### config.mk
export PLATFORM = sky130hd
export DESIGN_NAME = clk_div_prog
export DESIGN_NICKNAME = d
export VERILOG_FILES = /design/src/rtl/clk_div_pkg.sv /design/src/rtl/clk_div_chan.sv /design/src/rtl/clk_div_prog.sv
export SDC_FILE = /design/constraint.sdc
export NUM_CORES = 1
export LEC_CHECK = 0
export CAP_MARGIN = 5
export CORE_MARGIN = 8
export CORE_UTILIZATION = 45
export CTS_BUF_LIST = sky130_fd_sc_hd__clkbuf_16
export CTS_CLUSTER_DIAMETER = 150
export DETAILED_ROUTE_END_ITERATION = 8
export GPL_TIMING_DRIVEN = 0
export MAX_ROUTING_LAYER = met4
export PLACE_DENSITY = 0.69
export SKIP_CTS_REPAIR_TIMING = 1
export SYNTH_ARGS = -nofsm -noshare
export SYNTH_HDL_FRONTEND = slang
export SYNTH_SLANG_ARGS = --single-unit
### constraint.sdc
create_clock -name clk -period 3.8 [get_ports clk]
set_input_delay 0.57 -clock clk [delete_from_list [all_inputs] [get_ports clk]]
set_output_delay 0.57 -clock clk [all_outputs]
set_load 0.01 [all_outputs]
### src/rtl/clk_div_pkg.sv
// Shared types and constants for the programmable clock divider.
package clk_div_pkg;

    localparam int unsigned NUM_CH_DEF = 2;
    localparam int unsigned CNT_W_DEF  = 16;
    localparam int unsigned CH_W       = (NUM_CH_DEF > 1) ? $clog2(NUM_CH_DEF) : 1;

    typedef logic [CNT_W_DEF-1:0] div_t;

    // Divisor value that parks a channel.
    localparam int unsigned DIV_STOP = 0;
    // Smallest divisor that produces a running clock.
    localparam int unsigned DIV_MIN  = 2;

    // Channel-select width for a given channel count (never below 1 bit).
    function automatic int unsigned ch_width(input int unsigned n);
        return (n > 1) ? $clog2(n) : 1;
    endfunction

endpackage

### src/rtl/clk_div_chan.sv
// One divider channel: counter, live divisor, shadow divisor, pending flag,
// registered div_clk and tick. Optional phase alignment via sync_start when
// CLK_DIV_SYNC_EN is defined.
module clk_div_chan
    import clk_div_pkg::*;
#(
    parameter int unsigned CNT_W   = 16,
    parameter int unsigned DEF_DIV = 11
) (
    input  logic             clk,
    input  logic             rst_n,
    input  logic             en,
`ifdef CLK_DIV_SYNC_EN
    input  logic             sync_start,
`endif
    input  logic             wr_en,
    input  logic [CNT_W-1:0] wr_div,
    output logic             pending,
    output logic             div_clk,
    output logic             tick
);

    logic [CNT_W-1:0] cnt_q, cnt_d;
    logic [CNT_W-1:0] div_q, div_d;
    logic [CNT_W-1:0] shadow_q, shadow_d;
    logic             pending_q, pending_d;
    logic             div_clk_q, div_clk_d;
    logic             tick_q, tick_d;
    logic             boundary;

    // Counter, outputs and divisor apply; a fresh write wins over an apply.
    always_comb begin
        cnt_d     = cnt_q;
        div_d     = div_q;
        shadow_d  = shadow_q;
        pending_d = pending_q;
        div_clk_d = 1'b0;
        tick_d    = 1'b0;
        boundary  = 1'b0;

        if (!en || (div_q == CNT_W'(DIV_STOP))) begin
            cnt_d    = '0;
            boundary = 1'b1;
        end else begin
            div_clk_d = (cnt_q < (div_q >> 1));
            tick_d    = (cnt_q == '0);
            if (cnt_q == (div_q - CNT_W'(1))) begin
                cnt_d    = '0;
                boundary = 1'b1;
            end else begin
                cnt_d = cnt_q + CNT_W'(1);
            end
        end

`ifdef CLK_DIV_SYNC_EN
        if (sync_start && en) begin
            cnt_d    = '0;
            boundary = 1'b1;
        end
`endif

        if (wr_en) begin
            shadow_d  = (wr_div == CNT_W'(1)) ? CNT_W'(DIV_MIN) : wr_div;
            pending_d = 1'b1;
        end else if (boundary && pending_q) begin
            div_d     = shadow_q;
            pending_d = 1'b0;
        end
    end

    // Channel state registers.
    always_ff @(posedge clk or negedge rst_n) begin
        if (!rst_n) begin
            cnt_q     <= '0;
            div_q     <= CNT_W'(DEF_DIV);
            shadow_q  <= '0;
            pending_q <= 1'b0;
            div_clk_q <= 1'b0;
            tick_q    <= 1'b0;
        end else begin
            cnt_q     <= cnt_d;
            div_q     <= div_d;
            shadow_q  <= shadow_d;
            pending_q <= pending_d;
            div_clk_q <= div_clk_d;
            tick_q    <= tick_d;
        end
    end

    assign pending = pending_q;
    assign div_clk = div_clk_q;
    assign tick    = tick_q;

endmodule

### src/rtl/clk_div_prog.sv
// Multi-channel programmable integer clock divider with a valid/ready
// divisor write port. Define CLK_DIV_SYNC_EN to add the sync_start input
// that re-phases all enabled channels together.
module clk_div_prog
    import clk_div_pkg::*;
#(
    parameter int unsigned NUM_CH  = 2,
    parameter int unsigned CNT_W   = 16,
    parameter int unsigned DEF_DIV = 11
) (
    input  logic                          clk,
    input  logic                          rst_n,
    input  logic [NUM_CH-1:0]             ch_en,
`ifdef CLK_DIV_SYNC_EN
    input  logic                          sync_start,
`endif
    input  logic                          cfg_valid,
    output logic                          cfg_ready,
    input  logic [ch_width(NUM_CH)-1:0]   cfg_ch,
    input  logic [CNT_W-1:0]              cfg_div,
    output logic [NUM_CH-1:0]             div_clk,
    output logic [NUM_CH-1:0]             tick
);

    localparam int unsigned SEL_W = ch_width(NUM_CH);

    logic [NUM_CH-1:0] pend;
    logic [NUM_CH-1:0] wr_en;

    // Channel decode and ready mux; out-of-range selects never match.
    always_comb begin
        cfg_ready = 1'b0;
        wr_en     = '0;
        for (int unsigned i = 0; i < NUM_CH; i++) begin
            if (cfg_ch == SEL_W'(i)) begin
                cfg_ready = !pend[i];
                wr_en[i]  = cfg_valid && !pend[i];
            end
        end
    end

    // One divider instance per channel.
    for (genvar g = 0; g < NUM_CH; g++) begin : g_ch
        clk_div_chan #(
            .CNT_W   (CNT_W),
            .DEF_DIV (DEF_DIV)
        ) u_chan (
            .clk        (clk),
            .rst_n      (rst_n),
            .en         (ch_en[g]),
`ifdef CLK_DIV_SYNC_EN
            .sync_start (sync_start),
`endif
            .wr_en      (wr_en[g]),
            .wr_div     (cfg_div),
            .pending    (pend[g]),
            .div_clk    (div_clk[g]),
            .tick       (tick[g])
        );
    end

endmodule
==> impl_metrics.toml <==
[synth]
synth-async-reset-ratio_pct = 100
yosysWarnings = 0
synthCells = 687
synth.net_count = 743
yosysTopAreaCellShare_pct = 37.4
avgSynthCellArea_sq_um = 9.35
synth_area_sq_um = 6420
synth_seq_cells = 102
ys_types = 66
synth-main-ff-cell = "dfrtp_1"
synthTopCellsByArea = "dfrtp_1, ha_1, xnor2_1, nand3_1, nand2_1"
synth_edf_count = 0
yosysSeqAreaShare_pct = 39.9
synth_largest_area_cell = "dfrtp_1"

[setup_path]
crit_type = "reg2reg"
cpPeakStageDelay_ns = 0.64
required_ns = 4.07
cp_max_fo = 10
critPathLaunchType = "register"
cp-end-kind = "register"
cp_slowest_cell = "or4_1"
crit_arrival_ns = 3.77
crit_top_cell = "clkbuf_1"
path_cells = "clkbuf_1, or4_1, nor3_1, mux2i_1, nand2_1, o21ai_1, clkbuf_1, a32oi_1, o211ai_1"

[clock_network]
cts_buffer_depth = 2
cts_sinks = 102
cts_tree = "yes"
cts.htree.levels = 3
clkSlewWorstSetupHoldPaths_ns = 0.07
clk_latency_ns = 0.36
numCtsBuffers = 9
root_buffer = "clkbuf_16"

[routing]
drt_iter0_drc = 529
ant_nets = 0
dr.pass1.iters = 6
wl_per_cell_um = 17.4
drc = 0
vias = 5330
routed_wirelength_mm = 15.8
viasPerCell = 5.86

[floorplanning]
pin_count = 27
start_util_pct = 46.1
die_y_um = 135
core_sq_um = 13900
dieArea_sq_um = 18300
num_rows = 43
die_x_um = 135

[global_routing]
grt_max_degree = 58
antenna_found_initial = 0
grt_pass1_vias = 5063
grt-ovfl-total = 0
grt_pass1_wl_mm = 26.2
grtUsageTotal_pct = 18.4

[finish]
nets = 780
final_area_sq_um = 7220
layout_commonest_cell = "dfrtp_1"
syn2layout_area_growth_pct = 12.4
n_antenna_cell = 0
most-common-layout-cells = "dfrtp_1, nand2_1, nand3_1"
instances_no_fill = 909
drive_above_1_share_pct = 10.0
post-route-util_pct = 51.8

[sta]
rsz0062_at_grt = "false"
post-route-period-util_pct = 92.2
worst_hold_slack_ns = 0.232
skew_ns = 0.00629
maxSlewHeadroom_pct = 28.4
fmax_mhz = 285
drv_slew = 0
finalCriticalPeriod_ns = 3.50
finalHoldViolCount = 0
setup_viol = 0
worstMarginPinSlew_ns = 1.06
setup_tns_ns = 0

[place]
post-place-cells = 893
routabilityCongestion = 0.914
io_buffers = 25
placed_cell_area_sq_um = 6920
dpl.hpwl_mm = 11.7

[run_status]
status = "finished, final reports clean"

[pwr]
p_leak_nw = 3.22
powerDensity_nw_per_um2 = 477
ir_drop_v = 0.000222

[hold_path]
hold_path.class = "in2async"

[flow_run]
maxCapViolations = 0
## cells by family (layout without fill, tap and decap cells)
| group | Yosys count | after routing | synth area share [%] |
|---|---|---|---|
| adder cells (fa/ha/maj) | 34 | 34 | 6.63 |
| XOR/XNOR | 64 | 64 | 8.73 |
| flip-flops | 102 | 102 | 39.9 |
| AND/OR/NAND/NOR | 268 | 268 | 21.3 |
| buffers and inverters | 83 | 125 | 5.40 |
| AO/OA/AOI/OAI | 103 | 103 | 11.8 |
| multiplexers | 33 | 33 | 6.24 |
## path summary, 6_finish.rpt
path / start / to / slack, ns / cells after the start
min reg2reg: g_ch[1].u_chan.shadow_q[0]$_DFFE_PN0P_ / g_ch[1].u_chan.shadow_q[0]$_DFFE_PN0P_ / 0.50 / 2
max: g_ch[0].u_chan.div_q[2]$_DFFE_PN0P_ / g_ch[0].u_chan.div_q[13]$_DFFE_PN0P_ / 0.30 / 9
max reg2reg: g_ch[0].u_chan.div_q[2]$_DFFE_PN0P_ / g_ch[0].u_chan.div_q[13]$_DFFE_PN0P_ / 0.30 / 9
max in group asynchronous: rst_n / g_ch[1].u_chan.div_q[3]$_DFFE_PN1P_ / 2.82 / 2
min in group clk: g_ch[1].u_chan.shadow_q[0]$_DFFE_PN0P_ / g_ch[1].u_chan.shadow_q[0]$_DFFE_PN0P_ / 0.50 / 2
min: rst_n / g_ch[1].u_chan.cnt_q[9]$_DFF_PN0_ / 0.23 / 1
## Yosys cell counts, drive strengths merged (2+ instances only)
| master | count |
|---|---|
| mux2 | 29 |
| o22ai | 4 |
| buf | 11 |
| a21oi | 18 |
| dfrtp | 96 |
| xor2 | 27 |
| or4b | 2 |
| nand2 | 71 |
| nand4 | 13 |
| nor2b | 4 |
| mux2i | 4 |
| a211oi | 2 |
| a32oi | 16 |
| o21ai | 16 |
| a21o | 11 |
| ha | 34 |
| or3 | 3 |
| and4 | 6 |
| nand3 | 54 |
| nor4 | 13 |
| nand3b | 2 |
| dfstp | 6 |
| nor4b | 4 |
| and3 | 7 |
| nand4b | 2 |
| nor3b | 2 |
| inv | 42 |
| o221a | 2 |
| o211ai | 16 |
| clkbuf | 30 |
| nand2b | 6 |
| nor3 | 30 |
| or4 | 6 |
| and2 | 3 |
| nor2 | 39 |
| xnor2 | 37 |
## critical path: cells and delay by family (launching register included)
family	cells	cell delay [ns]
muxes	1	0.32
AOI/OAI and AO/OA	3	0.71
buffers and inverters	2	0.64
and+or+nand+nor	3	1.37
DFF	1	0.37
## report_power, final
part / switching [mW] / internal [mW] / total [mW]
Sequential: 0.211 / 1.28 / 1.49
Clock: 0.430 / 0.508 / 0.937
Combinational: 0.526 / 0.482 / 1.01
Total: 1.17 / 2.27 / 3.44
## registers in the layout, indices dropped and copies added (netlist names)
signal / count
g_ch.u_chan.cnt_q: 32
g_ch.u_chan.div_q: 32
g_ch.u_chan.shadow_q: 32
g_ch.u_chan.div_clk: 2
g_ch.u_chan.pending: 2
g_ch.u_chan.tick: 2
## area by class of cell
cell class,instances,area [sq um]
fillers,1253,6720
multi-input cells,502,3520
flip-flops and latches,102,2560
repair buffers,26,275
clock buffers,9,225
well taps,180,225
plain buffers,41,189
inverters,42,158
clock inverters,7,65.1
## layer usage
layer | up-vias | share of wire (%) | track usage, %
met5 | - | 0 | -
met4 | 0 | 1.6 | 7.09
met3 | 19 | 5.0 | 2.86
met2 | 159 | 43 | 24.9
met1 | 2627 | 51 | 26.7
li1 | 2525 | - | -
## metrics by stage
step	setup WS (ns)	power (mW)
floorplan	0.972	2.21
global placement	-1.60	2.45
detailed placement	0.263	2.51
CTS	0.238	3.44
global route	0.0132	3.65
finish	0.297	3.44
Power figures use the tool's default switching activity.
